$ cat src/rtl/seg_pkg.sv
// Shared constants and types for the seven-segment display data path.
package seg_pkg;

  localparam int unsigned DATA_W              = 20;
  localparam int unsigned DIGITS              = 6;
  localparam int unsigned TICK_CYCLES_DEFAULT = 5_000_000;
  localparam int unsigned DATA_MAX_DEFAULT    = 999_999;

  localparam logic [DIGITS-1:0] POINT_NONE = 6'b000000;

  typedef logic [DATA_W-1:0] data_t;
  typedef logic [DIGITS-1:0] point_t;

endpackage

$ cat src/rtl/data_gen_if.sv
// Display-value bundle handed from data_gen to the seg_dynamic/BCD stage.
interface data_gen_if;
  import seg_pkg::*;

  data_t  data;
  point_t point;
  logic   sign;
  logic   seg_en;

  modport master (output data, output point, output sign, output seg_en);
  modport slave  (input  data, input  point, input  sign, input  seg_en);

endinterface

$ cat src/rtl/data_gen_tick_gen.sv
// Prescaler producing a registered one-cycle tick every TICK_CYCLES clocks.
module tick_gen #(
  parameter int unsigned TICK_CYCLES = 5_000_000
) (
  input  logic sys_clk,
  input  logic sys_rst,
  output logic tick
);

  localparam int unsigned CNT_W = $clog2(TICK_CYCLES);

  logic [CNT_W-1:0] cnt_tick;

  // Free-running modulo-TICK_CYCLES counter; tick is high while cnt_tick sits at its last value.
  always_ff @(posedge sys_clk) begin
    if (sys_rst) begin
      cnt_tick <= '0;
      tick     <= 1'b0;
    end else begin
      if (cnt_tick == CNT_W'(TICK_CYCLES - 1)) begin
        cnt_tick <= '0;
      end else begin
        cnt_tick <= cnt_tick + CNT_W'(1);
      end
      tick <= (cnt_tick == CNT_W'(TICK_CYCLES - 2));
    end
  end

endmodule

$ cat src/rtl/data_gen.sv
// Decimal display value generator: counts 0..DATA_MAX, one step per tick.
module data_gen
  import seg_pkg::*;
#(
  parameter int unsigned TICK_CYCLES = TICK_CYCLES_DEFAULT,
  parameter int unsigned DATA_MAX    = DATA_MAX_DEFAULT
) (
  input  logic       sys_clk,
  input  logic       sys_rst,
  data_gen_if.master disp
);

  logic tick;

  tick_gen #(
    .TICK_CYCLES(TICK_CYCLES)
  ) u_tick_gen (
    .sys_clk(sys_clk),
    .sys_rst(sys_rst),
    .tick   (tick)
  );

  // Display registers: count with wrap on tick, constant controls after reset.
  always_ff @(posedge sys_clk) begin
    if (sys_rst) begin
      disp.data   <= '0;
      disp.point  <= '0;
      disp.sign   <= 1'b0;
      disp.seg_en <= 1'b0;
    end else begin
      disp.point  <= POINT_NONE;
      disp.sign   <= 1'b0;
      disp.seg_en <= 1'b1;
      if (tick) begin
        if (disp.data == DATA_W'(DATA_MAX)) begin
          disp.data <= '0;
        end else begin
          disp.data <= disp.data + DATA_W'(1);
        end
      end
    end
  end

endmodule

$ cat src/flat_wrapper.sv
// flat-port wrapper written by rule: the top's interface ports become plain ports
module data_gen_flat import seg_pkg::*;
#(
  parameter int unsigned TICK_CYCLES = TICK_CYCLES_DEFAULT,
  parameter int unsigned DATA_MAX    = DATA_MAX_DEFAULT
)
  (sys_clk, sys_rst, disp_data, disp_point, disp_sign, disp_seg_en);
  data_gen_if disp_i ();
  input  logic sys_clk;
  input  logic sys_rst;
  output wire logic [$bits(disp_i.data)-1:0] disp_data;
  output wire logic [$bits(disp_i.point)-1:0] disp_point;
  output wire logic [$bits(disp_i.sign)-1:0] disp_sign;
  output wire logic [$bits(disp_i.seg_en)-1:0] disp_seg_en;
  assign disp_data = disp_i.data;
  assign disp_point = disp_i.point;
  assign disp_sign = disp_i.sign;
  assign disp_seg_en = disp_i.seg_en;
  data_gen #(.TICK_CYCLES(TICK_CYCLES), .DATA_MAX(DATA_MAX)) u_core (.sys_clk(sys_clk), .sys_rst(sys_rst), .disp(disp_i));
endmodule
$ cat config.mk
export PLATFORM = sky130hd
export DESIGN_NAME = data_gen_flat
export DESIGN_NICKNAME = d
export VERILOG_FILES = /design/src/rtl/seg_pkg.sv /design/src/rtl/data_gen_if.sv /design/src/rtl/data_gen_tick_gen.sv /design/src/rtl/data_gen.sv /design/src/flat_wrapper.sv
export SDC_FILE = /design/constraint.sdc
export NUM_CORES = 1
export LEC_CHECK = 0
export CAP_MARGIN = 20
export CORE_MARGIN = 8
export CORE_UTILIZATION = 45
export DETAILED_ROUTE_END_ITERATION = 16
export PLACE_DENSITY = 0.77
export REMOVE_ABC_BUFFERS = 1
export SLEW_MARGIN = 15
export SYNTH_ARGS = -nofsm -noshare
export SYNTH_HDL_FRONTEND = slang
export SYNTH_SLANG_ARGS = --single-unit
$ cat constraint.sdc
create_clock -name sys_clk -period 1.8 [get_ports sys_clk]
set_clock_uncertainty 0.2 [all_clocks]
set_input_delay 0.27 -clock sys_clk [delete_from_list [all_inputs] [get_ports sys_clk]]
set_output_delay 0.27 -clock sys_clk [all_outputs]
set_load 0.005 [all_outputs]
After elaboration in Yosys (flattened, before gate mapping):

Index checks and enable logic that the tools add are counted.

* add/sub/neg operators: 2
* equal/unequal tests: 3
* muxes and demuxes: 2
* reductions and logical operators: 1

Operators by type and width (count)
* $eq A23 B23 Y1 const B: 2
* $add A23 B1 Y23 const B: 1
* $add A20 B1 Y20 const B: 1
* $eq A20 B20 Y1 const B: 1
* $mux W20: 1
* $reduce_or A2 Y1: 1
* $mux W1: 1

* bits in registers: 45
* bits of input ports: 2
* output and inout port bits: 28

Depth between registers and ports, before layout:

* depth in word-level cells: 2
* mapped depth: 7
* mapped depth without buffers: 5

Cells and area by module:

A second synthesis with hierarchy kept.

* cells, all modules: 248
* area, all modules: 2212.1 um2

Modules (own cells, without submodules)
* tick_gen: times used 1, cells an instance 129, area each 1148.6 um2
* data_gen: times used 1, cells an instance 119, area each 1063.5 um2

Worst setup path after synthesis:

No wires, ideal clock.

* path kind: reg-to-reg
* from: register u_core.disp.data[0]
* to: register u_core.disp.data[13]
* setup time: 115 ps
* arrival time: 1635 ps
* data required time: 1485 ps
* path slack: -150 ps
* stages on the path, launching flop included: 8
* buffers on the path: 2
* path through: dfxtp_1 > ha_1 > and3_1 > buf_6 > nand2_4 > o41ai_4 > buf_6 > nor2_1

* word-level cells in the longest chain between the ends: 2
* elaborated cells on any way between the ends: 3
* classes of those cells: add/sub: 1; eq/ne: 1; mux: 1

Ends and longest elaborated chain
* start: declaration: RTL line data_gen_if.sv:10 `modport master (output data, output point, output sign, output seg_en);`
* start signal: assignment: RTL line data_gen.sv:38 `disp.data <= disp.data + DATA_W'(1);`
* $add A20 B1 Y20 or $eq A20 B20 Y1 (tied branches): RTL line data_gen.sv:38, data_gen.sv:35
* $mux W20 (*): RTL line data_gen.sv:35 `if (disp.data == DATA_W'(DATA_MAX)) begin`

Every way passes the cells marked *; elsewhere a longest branch is shown, timed or not.
A chain may end at the register's enable or synchronous reset.

Worst setup path after layout:

* from: register u_core.disp.data[17]
* to: output disp_data[17]

RTL lines
* end: declaration: RTL line flat_wrapper.sv:11 `output wire logic [$bits(disp_i.data)-1:0] disp_data;`

No word-level cell between the ends.

==> run summary <==
wire length of the first global-routing pass - 8742 um
end of the worst hold path - u_core.u_tick_gen.cnt_tick[0]
input/output buffers - 22
pin count of the biggest net entering global routing - 15
flop and latch count out of synthesis - 45
met3 routing resource usage after global routing - 3.820%
total number of placement rows - 25
Layout Nets - 316
total power of the final layout - 0.001742 W
cell breakdown of the critical path - buf_4 > clkdlybuf4s50_1
final hold violation count - 0
drt drc - 0
destination of the worst register-to-register timing path - u_core.disp.data[3]
sinks on the clock net - 45
busiest layer in global routing - met2
period utilisation layout - 97.79%
core area - 4692 um^2
wirelength, routed - 5274 um
global placer's final weighted congestion - 0.8694
post-synthesis sequential area ratio - 41.38%
result of the run - completed
Worst Setup Start Kind - register
P_leak - 1.119 nW
largest fanout on the critical path - 4
required time of the worst setup path - 1.33 ns
antenna violation net count after detailed routing - 0
worst skew pair latency - 0.30 ns
maximum count of clock buffers along a single path - 2
met1 Use GR - 16.35%
Setup Total Neg Slack - 0 ns
floorplan die area - 7320 um^2
highest achievable clock rate - 568.1 MHz
area fraction of the dominant cell type after synthesis - 41.38%
Tmin final - 1.760 ns
setup slack on the worst flop-to-flop path - 0.06 ns
first drt pass iteration count - 4
fraction of layout cells with a size suffix above 1 - 28.21%
ANT cells - 0
crit path setup slack, layout - 0.03982 ns
peak supply drop - 0.0005653 V
buffer cell driving the clock tree root - sky130_fd_sc_hd__clkbuf_8
class of the most critical hold timing path - register to register
GRT Total Usage - 14.41%
power density over cell area - 599.4 nW/um^2
vias per cell - 5.505
fillcell total - 402
fraction of synthesized cell area in xor and xnor cells - 10.06%
number of global-route vias before repair - 1,971
Die Width - 85.56 um
setup repair after global routing missed its margin - yes
longest individual stage delay on the worst path - 0.49 ns
combined area of all synthesized cells - 2177 um^2
effective utilization at floorplan - 46.40%
start of the worst register-to-register path - u_core.disp.data[0]
hpwl dp - 3896 um
YS warnings - 0
signed area change from the synthesized netlist to the final layout - 33.51%
height of the chip - 85.56 um
most area-consuming cells after synthesis - sky130_fd_sc_hd__dfxtp_1, sky130_fd_sc_hd__xor2_1, sky130_fd_sc_hd__nor2_1
utilization after layout - 61.95%
number of antenna violations at the first check in global routing - 0
H-tree depth reported by CTS - 2
clock buffer count from CTS - 5
WS Path Type - register to primary output
critical hold path startpoint - u_core.u_tick_gen.cnt_tick[0]
final-report max-slew violation count - 0
Critical Path AT - 1.29 ns
compound-gate portion of the synthesized area - 8.851%
Slowest-stage cell, CP - sky130_fd_sc_hd__clkdlybuf4s50_1
worst hold path depth - 1
met2 Usage GRT - 25.11%
total vias in the final route - 2,015
post-synthesis adder-cell area fraction - 1.724%
wire per inst - 14.41 um
simple-gate share of the synthesized area - 30.52%
cells after synthesis - 246
Boundary Pins - 30
average footprint of a synthesized cell - 8.850 um^2
Clock transition at path regs - 0.09 ns
pre-CTS setup slack - 0.02973 ns
Detailed Route Iter0 Violations - 83
aggregate global routing overflow - 0
Max Cap Viol - 0
dominant combinational cell family by area after synthesis - simple AND/OR/NAND/NOR gates
Setup violations, final - 0
CTS tree - yes
dominant cell type by area after synthesis - sky130_fd_sc_hd__dfxtp_1
count of cells along the worst register-to-register path - 6
number of buffers inserted for hold repair after clock tree synthesis - 0
share of synthesized area spent on multiplexers - 0.4598%
Crit. End Element - primary output
number of distinct standard cells referenced by the synthesized netlist - 34
==> kinds of logic after synthesis <==
logic type / count (synthesis)
AO/OA/AOI/OAI: 32
flip-flops: 45
adder cells (fa/ha/maj): 3
AND/OR/NAND/NOR: 115
XOR/XNOR: 25
multiplexers: 1
buffers and inverters: 24
other: 1
==> registers in the layout (all words and copies together), names as in the netlist <==
signal,cells
u_core.disp.data,20
u_core.u_tick_gen.tick,1
u_core.u_tick_gen.cnt_tick,23
u_core.disp.seg_en,1
==> cells in the final DEF (no fill, tap or decap), types with 2 or more instances in the layout <==
cell type                         netlist  layout
sky130_fd_sc_hd__nor2_1                28      28
sky130_fd_sc_hd__nand4b_1               2       2
sky130_fd_sc_hd__and3_1                 6       3
sky130_fd_sc_hd__and4_1                 7       3
sky130_fd_sc_hd__or3_1                 11      11
sky130_fd_sc_hd__xor2_1                14      14
sky130_fd_sc_hd__nor4_1                 4       3
sky130_fd_sc_hd__o21ai_0               12      12
sky130_fd_sc_hd__clkbuf_8               0       7
sky130_fd_sc_hd__nand2_1                8       8
sky130_fd_sc_hd__dfxtp_2                0      13
sky130_fd_sc_hd__clkdlybuf4s50_1        0      22
sky130_fd_sc_hd__a21oi_1               15      14
sky130_fd_sc_hd__ha_1                   3       2
sky130_fd_sc_hd__and2_1                 3       3
sky130_fd_sc_hd__and4_2                 0       2
sky130_fd_sc_hd__xnor2_1               11      11
sky130_fd_sc_hd__o31ai_1                4       3
sky130_fd_sc_hd__inv_1                  7       7
sky130_fd_sc_hd__nand3_1               18      18
sky130_fd_sc_hd__conb_1                 1       7
sky130_fd_sc_hd__dfxtp_1               45      31
sky130_fd_sc_hd__and3_4                 0       2
sky130_fd_sc_hd__and4_4                 0       2
sky130_fd_sc_hd__or4_1                  3       3
sky130_fd_sc_hd__or2_2                  2       2
sky130_fd_sc_hd__buf_4                 10      45
sky130_fd_sc_hd__nand4_1               14      14
==> cells in the mapped netlist, drive strengths merged <==
master	instances
o21ai	12
nand4	15
inv	7
conb	1
o31ai	4
nand4b	2
or3	12
nor2	28
and4	7
nor3	1
and2	4
a21oi	15
dfxtp	45
mux2i	1
ha	3
nor4	4
buf	17
nor3b	1
nand3	18
or4	3
nand2	9
and3	6
or2	2
xor2	14
xnor2	11
nor4b	2
and4b	1
o41ai	1
==> what timing repair did <==
| item | 4_1_cts | 5_1_grt |
|---|---|---|
| gates resized for setup | 1 | 31 |
| setup buffers | 0 | 4 |
| pin swaps | 0 | 7 |
| endpoints found under the setup margin | 1 | 44 |
==> worst max path at each step <==
stage / from / endpoint / slack [ns] / cells after the start
4_1_cts: u_core.disp.data[6] / u_core.disp.data[14] / 0.002 / 5
3_3_place_gp: u_core.disp.data[0] / u_core.disp.data[12] / 0.07 / 6
5_1_grt: u_core.disp.data[0] / u_core.disp.data[16] / -0.03 / 6
6_report: u_core.disp.data[17] / disp_data[17] / 0.04 / 2
2_1_floorplan: u_core.u_tick_gen.cnt_tick[2] / u_core.u_tick_gen.cnt_tick[10] / -0.82 / 4
3_5_place_dp: u_core.disp.data[0] / u_core.disp.data[18] / 0.03 / 6
==> layer usage <==
layer,share of wire [%],wire (um),vias up
li1,-,-,994
met1,43,2252,968
met2,52,2717,45
met3,4.6,242,8
met4,1.2,62,0
met5,0,0,-
==> report_power, final <==
part	internal, W	switching [W]
combinational	0.0000276	0.0000347
clock	0.000347	0.000328
sequential	0.000999	0.00000502
total	0.00137	0.000368
==> per-stage QoR <==
stage          hold slack [ns]  area, um^2  std cells
2_1_floorplan           0.1424        2077        235
5_1_grt                 0.3013        2907        366
6_report                0.2832        2907        366
3_5_place_dp            0.2708        2705        354
3_3_place_gp            0.2511        2705        354
4_1_cts                 0.2899        2808        362
==> area by class of cell <==
cell class                 count  area, um^2  area share [%]
clock buffer                   7       96.34           3.315
sequential                    45       920.9           31.68
tap                           54       67.56           2.325
inverter                       7       26.28          0.9040
clock inverter                 1       5.005          0.1722
multi-input combinational    183        1201           41.33
timing repair buffer          69       589.3           20.28
==> worst max-delay path, delay by kind of cell, from the launching register on <==
family | cells | cell delay, ns
buf+inv | 2 | 0.63
flops | 1 | 0.36
Note: power is estimated with default switching activity, not from simulation.
